===== src/rtl/seg_scan_ctrl.sv =====
// seg_scan_ctrl: scan controller for an 8-digit common-anode display
// double-buffered 32-bit hex value, programmable on-time and dead time
module seg_scan_ctrl #(
  parameter int DIGIT_CYCLES = 100000,
  parameter int BLANK_CYCLES = 1000
) (
  input  logic        clk,
  input  logic        rst,
  input  logic        en,
  input  logic        load,
  input  logic [31:0] data,
  input  logic [7:0]  dp_in,
  input  logic [7:0]  blank_in,
  output logic [2:0]  sel,
  output logic [7:0]  an,
  output logic [6:0]  seg,
  output logic        dp,
  output logic        frame_done
);

  localparam int MAXC =
    (DIGIT_CYCLES > BLANK_CYCLES) ? DIGIT_CYCLES : BLANK_CYCLES;
  localparam int CW = (MAXC < 2) ? 1 : $clog2(MAXC);
  localparam logic [CW-1:0] DLD = CW'(DIGIT_CYCLES - 1);
  localparam logic [CW-1:0] BLD =
    (BLANK_CYCLES > 0) ? CW'(BLANK_CYCLES - 1) : '0;

  typedef enum logic [1:0] {
    IDLE  = 2'd0,
    BLANK = 2'd1,
    ON    = 2'd2
  } state_t;

  state_t        state;
  state_t        nstate;
  logic [CW-1:0] cnt;
  logic [CW-1:0] ncnt;
  logic [2:0]    nsel;

  logic [31:0] disp_data;
  logic [7:0]  disp_dp;
  logic [7:0]  disp_bl;
  logic [31:0] pend_data;
  logic [7:0]  pend_dp;
  logic [7:0]  pend_bl;
  logic        pend_valid;

  logic [31:0] nd_data;
  logic [7:0]  nd_dp;
  logic [7:0]  nd_bl;

  logic        boundary;
  logic        apply;
  logic        lit;
  logic [3:0]  nib;

  function automatic logic [6:0] glyph(input logic [3:0] n);
    logic [6:0] g;
    unique case (n)
      4'h0: g = 7'h40;
      4'h1: g = 7'h79;
      4'h2: g = 7'h24;
      4'h3: g = 7'h30;
      4'h4: g = 7'h19;
      4'h5: g = 7'h12;
      4'h6: g = 7'h02;
      4'h7: g = 7'h78;
      4'h8: g = 7'h00;
      4'h9: g = 7'h10;
      4'hA: g = 7'h08;
      4'hB: g = 7'h03;
      4'hC: g = 7'h46;
      4'hD: g = 7'h21;
      4'hE: g = 7'h06;
      4'hF: g = 7'h0E;
    endcase
    return g;
  endfunction

  // next state, digit index and shared slot counter
  always_comb begin
    nstate = state;
    nsel   = sel;
    ncnt   = cnt;
    if (!en) begin
      nstate = IDLE;
      nsel   = 3'd0;
      ncnt   = '0;
    end else begin
      unique case (state)
        IDLE: begin
          nsel = 3'd0;
          if (BLANK_CYCLES > 0) begin
            nstate = BLANK;
            ncnt   = BLD;
          end else begin
            nstate = ON;
            ncnt   = DLD;
          end
        end
        BLANK: begin
          if (cnt == '0) begin
            nstate = ON;
            ncnt   = DLD;
          end else begin
            ncnt = cnt - 1'b1;
          end
        end
        ON: begin
          if (cnt == '0) begin
            nsel = sel + 3'd1;
            if (BLANK_CYCLES > 0) begin
              nstate = BLANK;
              ncnt   = BLD;
            end else begin
              nstate = ON;
              ncnt   = DLD;
            end
          end else begin
            ncnt = cnt - 1'b1;
          end
        end
        default: begin
          nstate = IDLE;
          nsel   = 3'd0;
          ncnt   = '0;
        end
      endcase
    end
  end

  // the display copy only changes at a frame edge or while dark
  assign boundary = (state == ON) && (sel == 3'd7) && (cnt == '0);
  assign apply    = boundary || (state == IDLE);

  // display contents seen after the coming edge
  always_comb begin
    nd_data = disp_data;
    nd_dp   = disp_dp;
    nd_bl   = disp_bl;
    if (apply) begin
      if (load) begin
        nd_data = data;
        nd_dp   = dp_in;
        nd_bl   = blank_in;
      end else if (pend_valid) begin
        nd_data = pend_data;
        nd_dp   = pend_dp;
        nd_bl   = pend_bl;
      end
    end
  end

  assign lit = (nstate == ON) && !nd_bl[nsel];
  assign nib = nd_data[{nsel, 2'b00} +: 4];

  // pending and display buffers
  always_ff @(posedge clk or posedge rst) begin
    if (rst) begin
      pend_data  <= '0;
      pend_dp    <= '0;
      pend_bl    <= '0;
      pend_valid <= 1'b0;
      disp_data  <= '0;
      disp_dp    <= '0;
      disp_bl    <= '0;
    end else begin
      if (load) begin
        pend_data <= data;
        pend_dp   <= dp_in;
        pend_bl   <= blank_in;
      end
      if (apply)
        pend_valid <= 1'b0;
      else if (load)
        pend_valid <= 1'b1;
      disp_data <= nd_data;
      disp_dp   <= nd_dp;
      disp_bl   <= nd_bl;
    end
  end

  // scan FSM with registered pin drivers
  always_ff @(posedge clk or posedge rst) begin
    if (rst) begin
      state      <= IDLE;
      sel        <= 3'd0;
      cnt        <= '0;
      an         <= 8'hFF;
      seg        <= 7'h7F;
      dp         <= 1'b1;
      frame_done <= 1'b0;
    end else begin
      state      <= nstate;
      sel        <= nsel;
      cnt        <= ncnt;
      an         <= lit ? ~(8'h01 << nsel) : 8'hFF;
      seg        <= lit ? glyph(nib) : 7'h7F;
      dp         <= lit ? ~nd_dp[nsel] : 1'b1;
      frame_done <= (nstate == ON) && (nsel == 3'd7) &&
                    (ncnt == '0);
    end
  end

endmodule


===== config.mk =====
export PLATFORM = sky130hd
export DESIGN_NAME = seg_scan_ctrl
export DESIGN_NICKNAME = d
export VERILOG_FILES = /design/src/rtl/seg_scan_ctrl.sv
export SDC_FILE = /design/constraint.sdc
export NUM_CORES = 1
export LEC_CHECK = 0
export CAP_MARGIN = 0
export CORE_MARGIN = 2
export CORE_UTILIZATION = 51
export DETAILED_ROUTE_END_ITERATION = 10
export MAX_ROUTING_LAYER = met4
export PLACE_DENSITY = 0.84
export SLEW_MARGIN = 25
export SYNTH_ARGS = -nofsm -noshare
export SYNTH_HDL_FRONTEND = slang
export SYNTH_SLANG_ARGS = --single-unit

===== constraint.sdc =====
create_clock -name clk -period 3.9 [get_ports clk]
set_input_delay 0.585 -clock clk [delete_from_list [all_inputs] [get_ports clk]]
set_output_delay 0.585 -clock clk [all_outputs]
set_load 0.005 [all_outputs]

==> impl_metrics.yaml, run 1 <==
critical_path:
  critical_path.max_fanout: 10
  end_kind: "flop"
  slowest_delay_ns: 0.40
  crit_family: "simple AND/OR/NAND/NOR gates"
  r2r_slack_ns: 0.14
  crit_start: "cnt[0]"
  worstReg2RegStart: "cnt[0]"
  crit_slowest_cell: "dfrtp_1"
  cp_data_arrival_time_ns: 4.10
  cp-start-kind: "flop"
  worstPathRequired_ns: 4.24
  cp_cell_sequence: "inv_1, ha_1, nor3b_4, nand3_1, o211a_1, nor2_4, clkinvlp_4, buf_4, o311ai_1, nand4_2, or2_4, o221ai_1, nand2_1"
  crit_type: "reg2reg"
  path_buf_inv: 3
drt:
  ant_nets: 0
  drtIter0Drc: 459
  viasPerCell: 5.956
  drc_errors: 0
  vias: 5170
  wl_per_cell_um: 19.47
  routed_wl_um: 16900
  dr.pass1.iters: 8
timing:
  drv_slew: 0
  worst_slack_ns: 0.1364
  max_freq_ghz: 0.2657
  period_share: 0.9650
  maxSlewHeadroom: 0.5274
  setup_viol: 0
  finalClockSkew_ns: 0.008804
  rsz0062_at_grt: "no"
  period_minus_slack_ns: 3.764
  hold_violations: 0
  tightest_slew_ns: 0.7089
clocking:
  htree_levels: 4
  clk_root_buffer_cell: "clkbuf_16"
  clk_path_buf_depth: 2
  tritoncts: "built"
  cts_made_buffers: 17
  clk_latency_ns: 0.42
  cts_hold_buf: 0
  clk_pin_slew_ns: 0.05
  clkSinkCount: 136
pwr:
  p_per_area_mw_per_mm2: 492.2
  power_leakage_uw: 0.003511
  peakVddDrop_uv: 306.6
synth:
  synth_top_flop_cell: "dfrtp_1"
  synth_top_area_cell: "dfrtp_1"
  synth_area_mm2: 0.006693
  syn_nets: 652
  yosys.area.top_type_share: 0.4487
  ys_ff_latch: 136
  async_flop_share: 1.000
  synthTopCellsByArea: "dfrtp_1 45%, mux2_2 11%, dfstp_2 6.3%"
  avgSynthCellArea_um2: 11.36
  ys_warn_count: 0
  synth_edf_count: 0
  netlist_instances: 589
  ys_seq_area_frac: 0.5115
  synth_cell_types: 78
outcome:
  status: "finished clean"
flow_run:
  drv_cap: 0
floorplan:
  die_w_um: 118.6
  die_h_um: 118.6
  die_area_mm2: 0.01406
  core.rowCount: 41
  core_area_mm2: 0.01272
  start_util: 0.5261
  ios: 72
global_routing:
  grt_pass1_wl_um: 27460
  grt_pass1_vias: 5380
  track_usage: 0.2568
  antenna_found_initial: 0
  grt_max_degree: 137
  overflow: 0
min_path:
  hp-start: "disp_bl[3]"
  hold_path.class: "reg2reg"
layout:
  final_cells: 868
  antenna_cells: 0
  drive_above_1_share: 0.2744
  num-nets-final: 746
  syn_to_final_growth_pct: 24.47
placement:
  dpl_worst_slack_ns: -0.03629
  place_inst: 828
  gp_congestion: 0.9121
  hpwl_um: 11550
  portBuffers: 71
## synth_stat cells (all sizes together), types with 4 or more instances
master	count
nand2	51
nand3b	4
dfrtp	120
mux2i	11
nor3	8
clkbuf	9
xor2	4
nor2	52
a21oi	17
nor4	9
buf	23
inv	29
and3	4
o221ai	5
xnor2	10
o22ai	11
o21a	4
a211oi	7
o211ai	13
a31oi	6
ha	11
a221oi	7
o221a	7
dfstp	16
mux2	70
nand4	4
o21ai	23
nand3	8
or3b	4
## registers in the layout (all words and copies together), names as in the netlist
signal / count
disp_data: 32
cnt: 17
an: 8
state: 2
pend_bl: 8
dp: 1
sel: 3
disp_dp: 8
pend_valid: 1
seg: 7
pend_data: 32
disp_bl: 8
pend_dp: 8
frame_done: 1
## worst paths after layout
path | end | cells past startpoint
max | seg[0] | 13
min | disp_bl[3] | 1
max reg2reg | seg[0] | 13
min reg2reg | disp_bl[3] | 1
max in group asynchronous | pend_dp[3] | 3
min in group asynchronous | pend_data[6] | 3
## worst reg2reg max path, cell delays in order, from the launching register on
cell	delay [ns]
dfrtp_1	0.40
inv_1	0.09
ha_1	0.23
nor3b_4	0.31
nand3_1	0.17
o211a_1	0.28
nor2_4	0.34
clkinvlp_4	0.33
buf_4	0.24
o311ai_1	0.33
nand4_2	0.32
or2_4	0.35
o221ai_1	0.21
nand2_1	0.09
## stage by stage
step	utilization	hold slack (ns)	area [um2]	setup TNS, ns	total power [uW]
floorplan	-	0.4462	6696	0	2222
global placement	0.6014	0.4748	7651	0	2403
detailed placement	0.6014	0.4806	7651	-0.05107	2458
CTS	0.6486	0.4736	8252	0	4094
global route	0.6548	0.4860	8330	0	4275
finish	0.6548	0.4928	8330	0	4101
## cells by family (layout without fill, tap and decap cells)
logic type / count (synthesis) / in the layout / synth area share
AOI/OAI and AO/OA: 120 / 120 / 0.1382
xor gates and xnor gates: 14 / 14 / 0.01832
adders and majority gates: 11 / 11 / 0.02056
buffers and inverters: 61 / 168 / 0.04449
DFF: 136 / 136 / 0.5115
muxes: 81 / 81 / 0.1348
and+or+nand+nor: 166 / 166 / 0.1322
## routing by layer
metal / share of wire / GRT usage / vias up
met5: 0 / - / -
li1: - / - / 2307
met1: 0.41 / 0.3077 / 2574
met2: 0.51 / 0.4235 / 241
met3: 0.064 / 0.06564 / 48
met4: 0.023 / 0.08631 / 0
## report_power, final
group / switching, uW / leakage [uW] / internal, uW / total (uW)
logic: 420 / 0.00162 / 371 / 791
clock network: 579 / 0.000297 / 1050 / 1630
registers: 90.7 / 0.00160 / 1590 / 1680
total: 1090 / 0.00351 / 3010 / 4100
## cells in the final DEF, fill, tap and decap left out, types with 13 or more instances in the layout
cell,instances
nor2_1,50
clkdlybuf4s50_1,70
mux2_2,68
o211ai_1,13
inv_1,27
o21ai_0,17
nand2_1,51
a21oi_1,16
buf_4,35
dfrtp_1,120
dfstp_2,16
clkbuf_16,17
## final cells by class
type	instances	area [um2]
repair buffers	107	988.4
multi-input cells	392	2987
inverters	29	116.4
clock inverters	9	122.6
flip-flops and latches	136	3423
fillers	1016	4392
well taps	172	215.2
clock buffers	23	478.0
## repair_timing
item | CTS | global route
setup endpoints to repair | 0 | 7
hold endpoints to repair | 0 | 0
gates resized for setup | 0 | 5
buffers inserted | 0 | 8
Note: power is estimated with default switching activity, not from simulation.
==> inputs of run 2 (changes only) <==
--- a/config.mk
+++ b/config.mk
@@ -7,10 +7,10 @@
 export LEC_CHECK = 0
 export CAP_MARGIN = 0
 export CORE_MARGIN = 2
-export CORE_UTILIZATION = 51
+export CORE_UTILIZATION = 57
 export DETAILED_ROUTE_END_ITERATION = 10
 export MAX_ROUTING_LAYER = met4
-export PLACE_DENSITY = 0.84
+export PLACE_DENSITY_LB_ADDON = 0.05
 export SLEW_MARGIN = 25
 export SYNTH_ARGS = -nofsm -noshare
 export SYNTH_HDL_FRONTEND = slang
==> constraint.sdc (replaced) <==
create_clock -name clk -period 4 [get_ports clk]
set_input_delay 0.6 -clock clk [delete_from_list [all_inputs] [get_ports clk]]
set_output_delay 0.6 -clock clk [all_outputs]
set_load 0.005 [all_outputs]
==> run 2 against run 1 <==
Net effect: worst hold slack lost 0.0033 ns; die area shrank 10%; clock power shrank 13%; first-iteration DRC count shrank 2.6%; largest cell class unchanged; critical path type unchanged; register-to-register slack gained 0.18 ns; critical path depth shrank 1; critical endpoint is now seg[5]; utilization grew 5.8 points; non-clock buffer count shrank 11; maximum frequency grew 2.2%.
==> impl_metrics.yaml, run 2 (synthesis gave the netlist of run 1 again) <==
floorplan:
  start_util: 0.5861
  ios: 72
  die_area_mm2: 0.01262
  die_h_um: 112.4
  die_w_um: 112.4
  core_area_mm2: 0.01142
  core.rowCount: 39
global_routing:
  track_usage: 0.2730
  grt_pass1_wl_um: 26030
  grt_pass1_vias: 5085
  grt_max_degree: 137
  overflow: 0
  antenna_found_initial: 0
clocking:
  clkSinkCount: 136
  cts_hold_buf: 0
  cts_setup_buffers: 0
  clk_pin_slew_ns: 0.05
  post_cts_resized: 0
  clk_path_buf_depth: 2
  cts_made_buffers: 17
  tritoncts: "built"
  htree_levels: 4
  clk_root_buffer_cell: "clkbuf_16"
  clk_latency_ns: 0.42
timing:
  rsz0062_at_grt: "no"
  period_share: 0.9210
  hold_violations: 0
  maxSlewHeadroom: 0.4912
  tightest_slew_ns: 0.7633
  fin_setup_tns_ns: 0
  whs_ns: 0.4895
  worst_slack_ns: 0.3160
  drv_slew: 0
  finalClockSkew_ns: 0.005908
  period_minus_slack_ns: 3.684
  max_freq_ghz: 0.2714
  setup_viol: 0
flow_run:
  drv_cap: 0
layout:
  final_cell_mix: "120 x dfrtp_1, 70 x clkdlybuf4s50_1, 68 x mux2_2"
  top_regs: "disp_data (32), pend_data (32), cnt (17)"
  antenna_cells: 0
  drive_above_1_share: 0.2526
  syn_to_final_growth_pct: 21.65
  num-nets-final: 735
  mostFrequentLayoutCell: "dfrtp_1"
  fillers: 816
  final_cells: 828
drt:
  drtIter0Drc: 447
  ant_nets: 0
  vias: 4856
  viasPerCell: 5.865
  routed_wl_um: 15820
  wl_per_cell_um: 19.10
  drc_errors: 0
  dr.pass1.iters: 4
critical_path:
  cp_data_arrival_time_ns: 4.01
  end_kind: "flop"
  worstReg2RegStart: "cnt[0]"
  cp-start-kind: "flop"
  worstPathRequired_ns: 4.33
  crit_start: "cnt[0]"
  crit_type: "reg2reg"
  critical_path.max_fanout: 13
placement:
  dpl_worst_slack_ns: 0.2782
  place_inst: 796
  portBuffers: 71
  hpwl_um: 10830
  gp_congestion: 0.9097
min_path:
  hold_path.class: "reg2reg"
  hp-start: "pend_data[9]"
pwr:
  power_leakage_uw: 0.003437
  p_per_area_mw_per_mm2: 467.9
  peakVddDrop_uv: 381.4
outcome:
  status: "finished clean"
run 2: cell type report:
cell class	instances	area, um2	area share
well taps	143	178.9	0.02198
repair buffers	96	918.4	0.1128
clock buffers	28	516.7	0.06347
multi-input cells	392	2972	0.3650
clock inverters	4	20.02	0.002459
flip-flops and latches	136	3423	0.4205
inverters	29	112.6	0.01383
run 2: worst max-delay path: stages (launching register included):
cell and delay, ns:
dfrtp_1 0.40, inv_1 0.08, ha_1 0.20, nor3b_2 0.27, nand4_2 0.35, o31a_1 0.60, o221a_2 0.37, mux2i_1 0.18
mux2i_1 0.11, a211o_1 0.43, buf_4 0.22, nand2b_1 0.18, o221ai_1 0.21
run 2: worst paths after layout:
path / slack [ns] / cells past startpoint / end
max in group asynchronous: 2.69 / 3 / pend_data[14]
max reg2reg: 0.32 / 12 / seg[5]
min in group asynchronous: 0.68 / 3 / pend_data[0]
max: 0.32 / 12 / seg[5]
min: 0.49 / 1 / pend_data[9]
min reg2reg: 0.49 / 1 / pend_data[9]
run 2: power breakdown:
group,internal (uW),leakage [uW],switching [uW],total [uW]
sequential,1550,0.00160,84.1,1630
combinational,358,0.00157,396,754
clock,870,0.000268,551,1420
run 2: metrics by stage:
stage	power (uW)	util	area [um2]
floorplan	2167	-	6696
global route	3983	0.7130	8142
detailed placement	2401	0.6660	7605
CTS	3839	0.7130	8142
finish	3809	0.7130	8142
global placement	2370	0.6660	7605
run 2: per-layer routing:
metal / track usage / up-vias / part of all wire
li1: - / 2285 / -
met1: 0.3578 / 2404 / 0.44
met2: 0.4173 / 140 / 0.49
met3: 0.06749 / 27 / 0.048
met4: 0.1000 / 0 / 0.020
met5: - / - / 0
==> inputs of run 3 (changes only) <==
--- a/config.mk
+++ b/config.mk
@@ -5,8 +5,8 @@
 export SDC_FILE = /design/constraint.sdc
 export NUM_CORES = 1
 export LEC_CHECK = 0
-export CAP_MARGIN = 0
-export CORE_MARGIN = 2
+export CAP_MARGIN = 40
+export CORE_MARGIN = 4
 export CORE_UTILIZATION = 57
 export DETAILED_ROUTE_END_ITERATION = 10
 export MAX_ROUTING_LAYER = met4
==> run 3 against run 2 <==
Net effect: flip-flop and latch count did not move; combinational power fell by 0.5%; utilization barely moved; first-iteration DRC count fell by 16%; cell area rose by 0.49%; routed wire length fell by 1.2%; largest cell class unchanged; highest routed layer unchanged.
==> impl_metrics.yaml, run 3 (synthesis gave the netlist of run 1 again) <==
drt:
  topRoutingLayerUsed: "met4"
  drtIter0Drc: 374
  drt-met1-wl_um: 6779
  drc_errors: 0
  viasPerCell: 5.957
  wl_met3_um: 907
  ant_nets: 0
  vias: 4962
  met2_length_um: 7662
  wl_per_cell_um: 18.75
  routed_wl_um: 15620
  dr.pass1.iters: 4
floorplan:
  die_area_mm2: 0.01354
  ios: 72
  die_h_um: 116.4
  die_w_um: 116.4
  core_area_mm2: 0.01147
  core.rowCount: 39
  start_util: 0.5836
timing:
  fin_setup_tns_ns: 0
  hold_violations: 0
  period_minus_slack_ns: 3.627
  drv_slew: 0
  maxSlewHeadroom: 0.5400
  setup_viol: 0
  max_freq_ghz: 0.2757
  finalClockSkew_ns: 0.01235
  period_share: 0.9067
  rsz0062_at_grt: "no"
  tightest_slew_ns: 0.6886
outcome:
  status: "finished clean"
pwr:
  finalPower_uw: 3836
  combPwrFrac: 0.196
  p_per_area_mw_per_mm2: 468.9
  power_leakage_uw: 0.003463
  peakVddDrop_uv: 451.9
  p_sw_frac: 0.2631
  power_frac_clock: 0.379
  netSwitchingPower_uw: 1009
  p_seq_frac: 0.425
  p_int_uw: 2827
layout:
  mostFrequentLayoutCell: "dfrtp_1"
  drive_above_1_share: 0.2565
  antenna_cells: 0
  syn_to_final_growth_pct: 22.25
  top_regs: "disp_data (32), pend_data (32), cnt (17)"
  final_cell_mix: "120 x dfrtp_1, 70 x clkdlybuf4s50_1, 68 x mux2_2"
  num-nets-final: 740
global_routing:
  grt_pass1_wl_um: 25540
  grt_pass1_vias: 4998
  grt_max_degree: 89
  overflow: 0
  track_usage: 0.2520
  antenna_found_initial: 0
critical_path:
  end_kind: "flop"
  cp_data_arrival_time_ns: 3.95
  slowest_delay_ns: 0.47
  cp_cell_sequence: "inv_1, ha_1, nor3b_2, nand4_2, buf_4, o31a_1, o221a_2, mux2i_1, mux2i_1, a211o_1, buf_4, nand2b_1, o221ai_1"
  crit_slowest_cell: "o31a_1"
  crit_type: "reg2reg"
  cp-start-kind: "flop"
  critical_path.max_fanout: 13
  worstPathRequired_ns: 4.32
flow_run:
  drv_cap: 0
clocking:
  clk_root_buffer_cell: "clkbuf_16"
  tritoncts: "built"
  cts_hold_buf: 0
  clk_pin_slew_ns: 0.05
  clk_latency_ns: 0.42
  post_cts_resized: 0
  cts_setup_buffers: 0
  htree_levels: 4
  clkSinkCount: 136
  clk_path_buf_depth: 2
  cts_made_buffers: 17
placement:
  gp_congestion: 0.8540
  hpwl_um: 11160
  portBuffers: 71
min_path:
  hold_path.class: "reg2reg"
## run 3: layout make-up
class                      instances  area (um2)
clock inverter                     4       45.04
fill                             817        3286
inverter                          29       112.6
clock buffer                      28       506.7
multi-input combinational        392        2972
timing repair buffer             101       943.4
sequential                       136        3423
tap                              143       178.9
## run 3: worst paths after layout
path / startpoint / end / slack, ns / cells past startpoint
max in group asynchronous: rst / an[4] / 2.48 / 3
worst min-delay path: disp_data[6] / disp_data[6] / 0.49 / 2
worst min register to register: disp_data[6] / disp_data[6] / 0.49 / 2
worst max-delay path: cnt[0] / seg[5] / 0.37 / 13
worst max register to register: cnt[0] / seg[5] / 0.37 / 13
min in group asynchronous: rst / pend_data[18] / 0.64 / 2
## run 3: worst max-delay path, delay by kind of cell, from the launching register on
kind / cells / cell delay (ns)
flip-flops: 1 / 0.39
adder cells (fa/ha/maj): 1 / 0.20
AND/OR/NAND/NOR: 3 / 0.68
buffers and inverters: 3 / 0.54
multiplexers: 2 / 0.25
AO/OA/AOI/OAI: 4 / 1.47
## run 3: routing by layer
| metal | track usage | up-vias |
|---|---|---|
| met1 | 0.3288 | 2487 |
| met5 | - | - |
| li1 | - | 2303 |
| met2 | 0.3886 | 148 |
| met3 | 0.06010 | 24 |
| met4 | 0.08739 | 0 |
## run 3: stage by stage
step           utilization  std cells  setup slack [ns]  hold slack, ns  area (um2)
2_1_floorplan            -        589            0.6405          0.4462        6696
3_3_place_gp        0.6654        801            0.3805          0.4749        7630
3_5_place_dp        0.6654        801            0.2282          0.4818        7630
4_1_cts             0.7135        833            0.3471          0.4913        8182
5_1_grt             0.7135        833           0.08085          0.5048        8182
6_report            0.7135        833            0.3731          0.4906        8182
## run 3: power groups by stage
stage	clock network, uW	logic (uW)	registers (uW)
2_1_floorplan	0	540	1630
3_3_place_gp	0	722	1640
3_5_place_dp	0	741	1650
4_1_cts	1480	749	1630
5_1_grt	1540	827	1650
6_report	1450	750	1630
